## config.mk

```make
export PLATFORM = sky130hd
export DESIGN_NAME = ternary_mult_ctrl
export DESIGN_NICKNAME = d
export VERILOG_FILES = /design/src/rtl/ternary_pkg.sv /design/src/rtl/ternary_out_seq.sv /design/src/rtl/ternary_mult_ctrl.sv
export SDC_FILE = /design/constraint.sdc
export NUM_CORES = 1
export LEC_CHECK = 0
export BUFFER_PORTS_ARGS = -buffer_cell sky130_fd_sc_hd__buf_2
export CAP_MARGIN = 20
export CORE_ASPECT_RATIO = 2
export CORE_MARGIN = 2
export CORE_UTILIZATION = 45
export DETAILED_ROUTE_END_ITERATION = 12
export MAX_ROUTING_LAYER = met4
export PLACE_DENSITY = 0.83
export SLEW_MARGIN = 20
export SYNTH_ARGS = -nofsm -noshare
export SYNTH_HDL_FRONTEND = slang
export SYNTH_SLANG_ARGS = --single-unit
```

## constraint.sdc

```tcl
create_clock -name clk -period 1.8 [get_ports clk]
set_input_delay 0.18 -clock clk [delete_from_list [all_inputs] [get_ports clk]]
set_output_delay 0.18 -clock clk [all_outputs]
set_load 0.05 [all_outputs]
```

## src/rtl/ternary_pkg.sv

```systemverilog
// ternary_pkg: shared types and constants for the ternary matrix-vector engine.
//   state_t      - sequencer states (IDLE, CLEAR, MULT, DRAIN, OUT)
//   MaxInLen     - MAC rows, MaxOutLen - MAC columns, InW/OutW their index widths
//   IDLE_TO_LOAD - top-level FSM opcode
//   sat_inc      - 16-bit saturating increment
package ternary_pkg;
    localparam int MaxInLen = 16;
    localparam int MaxOutLen = 8;
    localparam int InW = $clog2(MaxInLen);
    localparam int OutW = $clog2(MaxOutLen);
    localparam logic [3:0] IDLE_TO_LOAD = 4'hA;

    typedef enum logic [2:0] {
        IDLE,
        CLEAR,
        MULT,
        DRAIN,
        OUT
    } state_t;

    function automatic logic [15:0] sat_inc(input logic [15:0] v);
        return (&v) ? v : v + 16'd1;
    endfunction
endpackage

```

## src/rtl/ternary_out_seq.sv

```systemverilog
// ternary_out_seq: OUT-phase column counter with valid/ready presentation.
//   clk, rst  - clock, asynchronous active-high reset
//   start_i   - begin presenting from column 0
//   len_i     - number of columns minus 1
//   ready_i   - consumer accepts the current column
//   valid_o   - column sel_o is valid
//   sel_o     - column being presented
//   last_o    - the final column is accepted this cycle
module ternary_out_seq
    import ternary_pkg::*;
#(
    parameter int W = OutW
) (
    input  logic         clk,
    input  logic         rst,
    input  logic         start_i,
    input  logic [W-1:0] len_i,
    input  logic         ready_i,
    output logic         valid_o,
    output logic [W-1:0] sel_o,
    output logic         last_o
);
    logic         valid_q, valid_d;
    logic [W-1:0] sel_q, sel_d;

    always_comb begin
        last_o  = valid_q && ready_i && (sel_q == len_i);
        valid_d = start_i ? 1'b1 : last_o ? 1'b0 : valid_q;
        sel_d   = (start_i || last_o) ? '0 : (valid_q && ready_i) ? sel_q + 1'b1 : sel_q;
    end

    always_ff @(posedge clk or posedge rst) begin
        if (rst) begin
            valid_q <= 1'b0;
            sel_q   <= '0;
        end else begin
            valid_q <= valid_d;
            sel_q   <= sel_d;
        end
    end

    assign valid_o = valid_q;
    assign sel_o   = sel_q;
endmodule

```

## src/rtl/ternary_mult_ctrl.sv

```systemverilog
// ternary_mult_ctrl: MULT/OUT phase sequencer for the ternary MAC array.
//   start/cfg_in_len/cfg_out_len/weights_ready - operation request and lengths (minus 1)
//   in_valid/in_data/in_ready                  - activation stream, two int8 rows per beat
//   mac_clr/mac_en/mac_row/mac_act/mac_pair    - MAC array control
//   out_sel/out_valid/out_ready                - accumulator column presentation
//   busy/done/err                              - status; perf_cycles - last operation length
// Build option: TERNARY_CTRL_PERF_EN enables the perf_cycles counter (tied to 0 otherwise).
module ternary_mult_ctrl #(
    parameter int MaxInLen = ternary_pkg::MaxInLen,
    parameter int MaxOutLen = ternary_pkg::MaxOutLen,
    parameter int MacLat = 2
) (
    input  logic                         clk,
    input  logic                         rst,
    input  logic                         start,
    input  logic [$clog2(MaxInLen)-1:0]  cfg_in_len,
    input  logic [$clog2(MaxOutLen)-1:0] cfg_out_len,
    input  logic                         weights_ready,
    input  logic                         in_valid,
    input  logic [15:0]                  in_data,
    output logic                         in_ready,
    output logic                         mac_clr,
    output logic                         mac_en,
    output logic [$clog2(MaxInLen)-1:0]  mac_row,
    output logic [15:0]                  mac_act,
    output logic                         mac_pair,
    output logic [$clog2(MaxOutLen)-1:0] out_sel,
    output logic                         out_valid,
    input  logic                         out_ready,
    output logic                         busy,
    output logic                         done,
    output logic                         err,
    output logic [15:0]                  perf_cycles
);
    import ternary_pkg::*;

    localparam int IW = $clog2(MaxInLen);
    localparam int OW = $clog2(MaxOutLen);
    localparam int DW = $clog2(MacLat + 1);

    state_t          state_q, state_d;
    logic [IW-1:0]   in_len_q;
    logic [OW-1:0]   out_len_q;
    logic [IW-2:0]   b_q, b_d;
    logic [DW-1:0]   d_q, d_d;
    logic [IW-1:0]   row;
    logic            accept, last_beat, drain_end, out_last, launch;
    logic            mac_en_q, mac_pair_q, done_q, err_q;
    logic [IW-1:0]   mac_row_q;
    logic [15:0]     mac_act_q;

    assign row       = {b_q, 1'b0};
    assign accept    = (state_q == MULT) && in_valid;
    // The beat holding row in_len (or in_len-1) is the last one.
    assign last_beat = (b_q == in_len_q[IW-1:1]);
    // One cycle for the final mac_en beat, then MacLat cycles for it to land.
    assign drain_end = (state_q == DRAIN) && (d_q == DW'(MacLat));
    assign launch    = (state_q == IDLE) && start && weights_ready;

    always_comb begin
        state_d = state_q;
        b_d     = b_q;
        d_d     = d_q;
        unique case (state_q)
            IDLE:  if (launch) state_d = CLEAR;
            CLEAR: begin
                state_d = MULT;
                b_d     = '0;
            end
            MULT: if (in_valid) begin
                b_d = b_q + 1'b1;
                if (last_beat) begin
                    state_d = DRAIN;
                    b_d     = '0;
                    d_d     = '0;
                end
            end
            DRAIN: begin
                d_d = d_q + 1'b1;
                if (drain_end) begin
                    state_d = OUT;
                    d_d     = '0;
                end
            end
            OUT:   if (out_last) state_d = IDLE;
            default: state_d = IDLE;
        endcase
    end

    always_ff @(posedge clk or posedge rst) begin
        if (rst) begin
            state_q    <= IDLE;
            in_len_q   <= '0;
            out_len_q  <= '0;
            b_q        <= '0;
            d_q        <= '0;
            mac_en_q   <= 1'b0;
            mac_row_q  <= '0;
            mac_act_q  <= '0;
            mac_pair_q <= 1'b0;
            done_q     <= 1'b0;
            err_q      <= 1'b0;
        end else begin
            state_q  <= state_d;
            b_q      <= b_d;
            d_q      <= d_d;
            mac_en_q <= accept;
            done_q   <= out_last;
            err_q    <= (state_q == IDLE) && start && !weights_ready;
            if (launch) begin
                in_len_q  <= cfg_in_len;
                out_len_q <= cfg_out_len;
            end
            if (accept) begin
                mac_row_q  <= row;
                mac_act_q  <= in_data;
                mac_pair_q <= (row != in_len_q);
            end
        end
    end

    ternary_out_seq #(.W(OW)) u_out (
        .clk     (clk),
        .rst     (rst),
        .start_i (drain_end),
        .len_i   (out_len_q),
        .ready_i (out_ready),
        .valid_o (out_valid),
        .sel_o   (out_sel),
        .last_o  (out_last)
    );

    assign in_ready = (state_q == MULT);
    assign mac_clr  = (state_q == CLEAR);
    assign busy     = (state_q != IDLE);
    assign mac_en   = mac_en_q;
    assign mac_row  = mac_row_q;
    assign mac_act  = mac_act_q;
    assign mac_pair = mac_pair_q;
    assign done     = done_q;
    assign err      = err_q;

`ifdef TERNARY_CTRL_PERF_EN
    logic [15:0] pc_q, perf_q;

    always_ff @(posedge clk or posedge rst) begin
        if (rst) begin
            pc_q   <= '0;
            perf_q <= '0;
        end else begin
            if (launch) pc_q <= '0;
            else if (busy) pc_q <= sat_inc(pc_q);
            // Include the final OUT cycle, which is still counting this edge.
            if (out_last) perf_q <= sat_inc(pc_q);
        end
    end

    assign perf_cycles = perf_q;
`else
    assign perf_cycles = '0;
`endif
endmodule

```

==> run summary <==
The run finished, with violations left. The final reports fail on hold timing. TritonCTS built the clock tree. Each instance of the synthesized netlist takes up on average 12.1 um^2.

The post-DP HPWL came out at ~3000 um. The later pin in the worst-skew pair is clocked with a latency of 0.29 ns. The count of final setup violators is 0. The number of endpoints with negative hold slack in the final report came out at 6. The cell sitting at the root of the clock tree is a sky130_fd_sc_hd__clkbuf_8. The sequential area share after synthesis came out at a little over half. Once the clock tree was built, the resizer swapped 0 gates to a different size. The number of standard-cell rows in the floorplan is 34. The sort of element at the start of the critical path is a flip-flop. Using the TritonRoute via totals, the vias-per-cell ratio works out to 5.07. The post-detailed-route wirelength per cell is ~14 um. After synthesis the netlist holds a flip-flop and latch count of 42. Based on the critical path, the design can be clocked at up to 610 MHz. The wire length of the first global-routing pass is 6340 um. The minimum period implied by the final worst setup slack came out at 1.64 ns.

Prior to clock tree synthesis, the placed netlist has a worst setup slack of 0.191 ns. The overall power after layout came out at 0.00510 W. The netlist area before placement is roughly 0.0020 mm^2.

The global-route usage over all layers came out at between 10% and 20%. Buffers added to address setup during post-CTS repair amount to 0. The number of buffers added by the clock tree synthesis step came out at 5.

The final weighted congestion in routability-driven placement is 0.775. The antenna cell count is 0. The register cell area after layout came out at 0.00105 mm^2. The depth of the CTS H-tree is 2. The die area is 0.00500 mm^2.

The iteration count of the initial detailed-routing pass is 4. The final routed wirelength across all metal layers is around 3900 um. The horizontal die dimension came out at between 50 and 60 um. The transition at the pin with the smallest max-transition slack is 0.521 ns.

The critical path in this run is classified as flip-flop to primary output. The timing startpoint of the critical path is state_q[0]$_DFFE_PP0P_. Dividing the final minimum period by the clock period gives 91.1%. The floorplan step set the die height to between 90 and 100 um. The post-synthesis instance total is 165. The count of port buffers added during placement is 58. Entering global routing, the biggest net connects 43 pins. Setup repair after global routing left no endpoint under its margin. The worst hold-check path type is input port to async pin. Yosys mapped a number of flops with a built-in enable equal to 0. The number of nets in the layout came out at around 260. The vias after detailed routing is 1,431. The post-route clock skew came out at 0.00253 ns. STA classifies the critical path endpoint as a primary output. The global-route congestion overflow total came out at 0. STA puts the critical path data required time at approximately 1.6 ns. The count of warnings emitted by yosys is 0. The number of hold buffers added after CTS was 0. The largest vdd supply drop is between 1000 and 1500 uV.

The post-route worst hold slack came out at -0.00463 ns. The worst flop-to-flop path startpoint is state_q[1]$_DFFE_PP0P_. The reported max-cap violation count came out at 0. The final worst setup slack is 0.159 ns.

The initial core utilization came out at 46.3%. The growth of design area from synthesis to finish is 19.7%. The multi-input combinational cell area came out at 815 um^2. The share of final-layout standard cells stronger than drive strength 1 is 43.0%. 76 I/O pins were placed. The number of max-slew violations in the final report came out at 0. The normalized max-slew margin is 65.3%.

In this run the remaining antenna-violating nets after routing total 0. The dominant register cell in the synthesized netlist is sky130_fd_sc_hd__dfrtp_1. The proportion of register bits with asynchronous set or reset after synthesis is 100%. The setup total negative slack came out at 0 ns. The total of fill cells in the finished design is 386. In this run, distinct cell masters in the synthesized netlist total 38. Of all nets on the critical path, the largest fanout is 11. STA puts the critical path data arrival time at 1.46 ns. The number of global-route vias before repair is about 1.4k.

The initial detailed-routing violation count came out at 21. The number of remaining DRC errors is 0. CTS saw 42 sinks. The clock-pin transition on the worst setup and hold timing paths is approximately 0.08 ns. For this design the ratio of total power to cell area is 2140 mW/mm^2.

The initial antenna violation count is 0. The area of the placeable core came out at 0.00430 mm^2. Counting along the longest clock path gives a buffer depth of 2. In this run the static leakage power is 1.15 nW.
-- worst max-delay path, cell delays in order (launching register included) --
cell and delay [ns]:
sky130_fd_sc_hd__dfrtp_1 0.50, sky130_fd_sc_hd__nor3b_2 0.35, sky130_fd_sc_hd__buf_2 0.33
-- Yosys cell counts, types with 2 or more instances --
cell type,count,area [um^2]
sky130_fd_sc_hd__inv_1,7,26.3
sky130_fd_sc_hd__a31oi_1,2,12.5
sky130_fd_sc_hd__nand3_1,3,15.0
sky130_fd_sc_hd__buf_4,19,143
sky130_fd_sc_hd__nor2_1,7,26.3
sky130_fd_sc_hd__nand2b_1,6,37.5
sky130_fd_sc_hd__nor3_1,3,15.0
sky130_fd_sc_hd__mux2_2,26,293
sky130_fd_sc_hd__o311ai_0,3,26.3
sky130_fd_sc_hd__o31ai_1,2,15.0
sky130_fd_sc_hd__xor2_1,6,52.6
sky130_fd_sc_hd__nor2b_1,3,18.8
sky130_fd_sc_hd__dfrtp_1,42,1050
sky130_fd_sc_hd__ha_1,2,25.0
sky130_fd_sc_hd__o2bb2ai_1,2,17.5
sky130_fd_sc_hd__nor3b_1,2,15.0
sky130_fd_sc_hd__o21ai_0,3,15.0
sky130_fd_sc_hd__nand2_1,7,26.3
-- worst paths after layout --
path                       slack (ns)                       to  cells past startpoint
setup / recovery                 0.16                  mac_clr                      2
hold / removal                 -0.005  mac_act[15]$_DFFE_PP0P_                      3
setup reg to reg                 0.17  in_len_q[3]$_DFFE_PP0P_                      3
hold reg to reg                  0.50   mac_act[0]$_DFFE_PP0P_                      1
max in group asynchronous        1.44  mac_act[12]$_DFFE_PP0P_                      3
min in group clk                 0.06            err$_DFF_PP0_                      2
-- kinds of logic (layout without fill, tap and decap cells) --
group / count (synthesis) / count (layout) / share of synthesized area (%)
flops: 42 / 42 / 52.8
simple gates: 40 / 40 / 11.6
buf+inv: 29 / 76 / 9.50
mux: 27 / 27 / 15.2
compound gates: 18 / 18 / 6.73
xor+xnor: 6 / 6 / 2.64
fa+ha+maj: 2 / 2 / 1.26
other cells: 1 / 17 / 0.188
-- cell usage in the layout (no fill, tap or decap), types with 2 or more instances in the layout --
cell type and instances:
sky130_fd_sc_hd__ha_1 2, sky130_fd_sc_hd__nor3_1 3, sky130_fd_sc_hd__o2bb2ai_1 2, sky130_fd_sc_hd__nand2_1 7, sky130_fd_sc_hd__nand2b_1 6, sky130_fd_sc_hd__o311ai_0 3
sky130_fd_sc_hd__clkinv_2 2, sky130_fd_sc_hd__inv_1 6, sky130_fd_sc_hd__xor2_1 6, sky130_fd_sc_hd__mux2_2 26, sky130_fd_sc_hd__clkbuf_8 5, sky130_fd_sc_hd__a31oi_1 2
sky130_fd_sc_hd__nor2b_1 3, sky130_fd_sc_hd__o31ai_1 2, sky130_fd_sc_hd__nor2_1 7, sky130_fd_sc_hd__o21ai_0 3, sky130_fd_sc_hd__conb_1 17, sky130_fd_sc_hd__buf_2 58
sky130_fd_sc_hd__nand3_1 3, sky130_fd_sc_hd__buf_4 3, sky130_fd_sc_hd__dfrtp_1 42
-- per-stage QoR --
| step | util (%) | area, um^2 | cells |
|---|---|---|---|
| finish | 55.4 | 2380 | 282 |
| CTS | 55.4 | 2380 | 282 |
| detailed placement | 52.9 | 2270 | 274 |
| global route | 55.4 | 2380 | 282 |
| floorplan | - | 2050 | 181 |
| global placement | 52.9 | 2270 | 274 |
-- metal layers --
layer	share of wire (%)	GRT usage (%)	vias to the layer above	routed length (um)
met5	0	-	-	0
met4	4.3	11.4	0	165
met3	6.5	3.21	8	249
met2	55	29.1	58	2120
met1	34	18.4	697	1310
li1	-	-	668	-
-- power breakdown --
group | internal [W] | switching [W]
clock network | 0.000408 | 0.000313
registers | 0.00137 | 0.000347
logic | 0.000817 | 0.00184
-- final cells by class --
cell class	instances	area share, %
flip-flops and latches	42	44.1
repair buffers	61	13.1
clock buffers	5	2.89
multi-input cells	110	34.2
clock inverters	3	1.68
inverters	7	1.10
well taps	54	2.84
-- registers in the layout (all words and copies together) (netlist names) --
signal / cells
mac_act: 16
in_len_q: 4
b_q: 3
mac_row: 3
out_len_q: 3
state_q: 3
u_out.sel_o: 3
d_q: 2
done: 1
err: 1
mac_en: 1
mac_pair: 1
u_out.valid_o: 1
No activity file was read; power rests on OpenSTA's default activity.
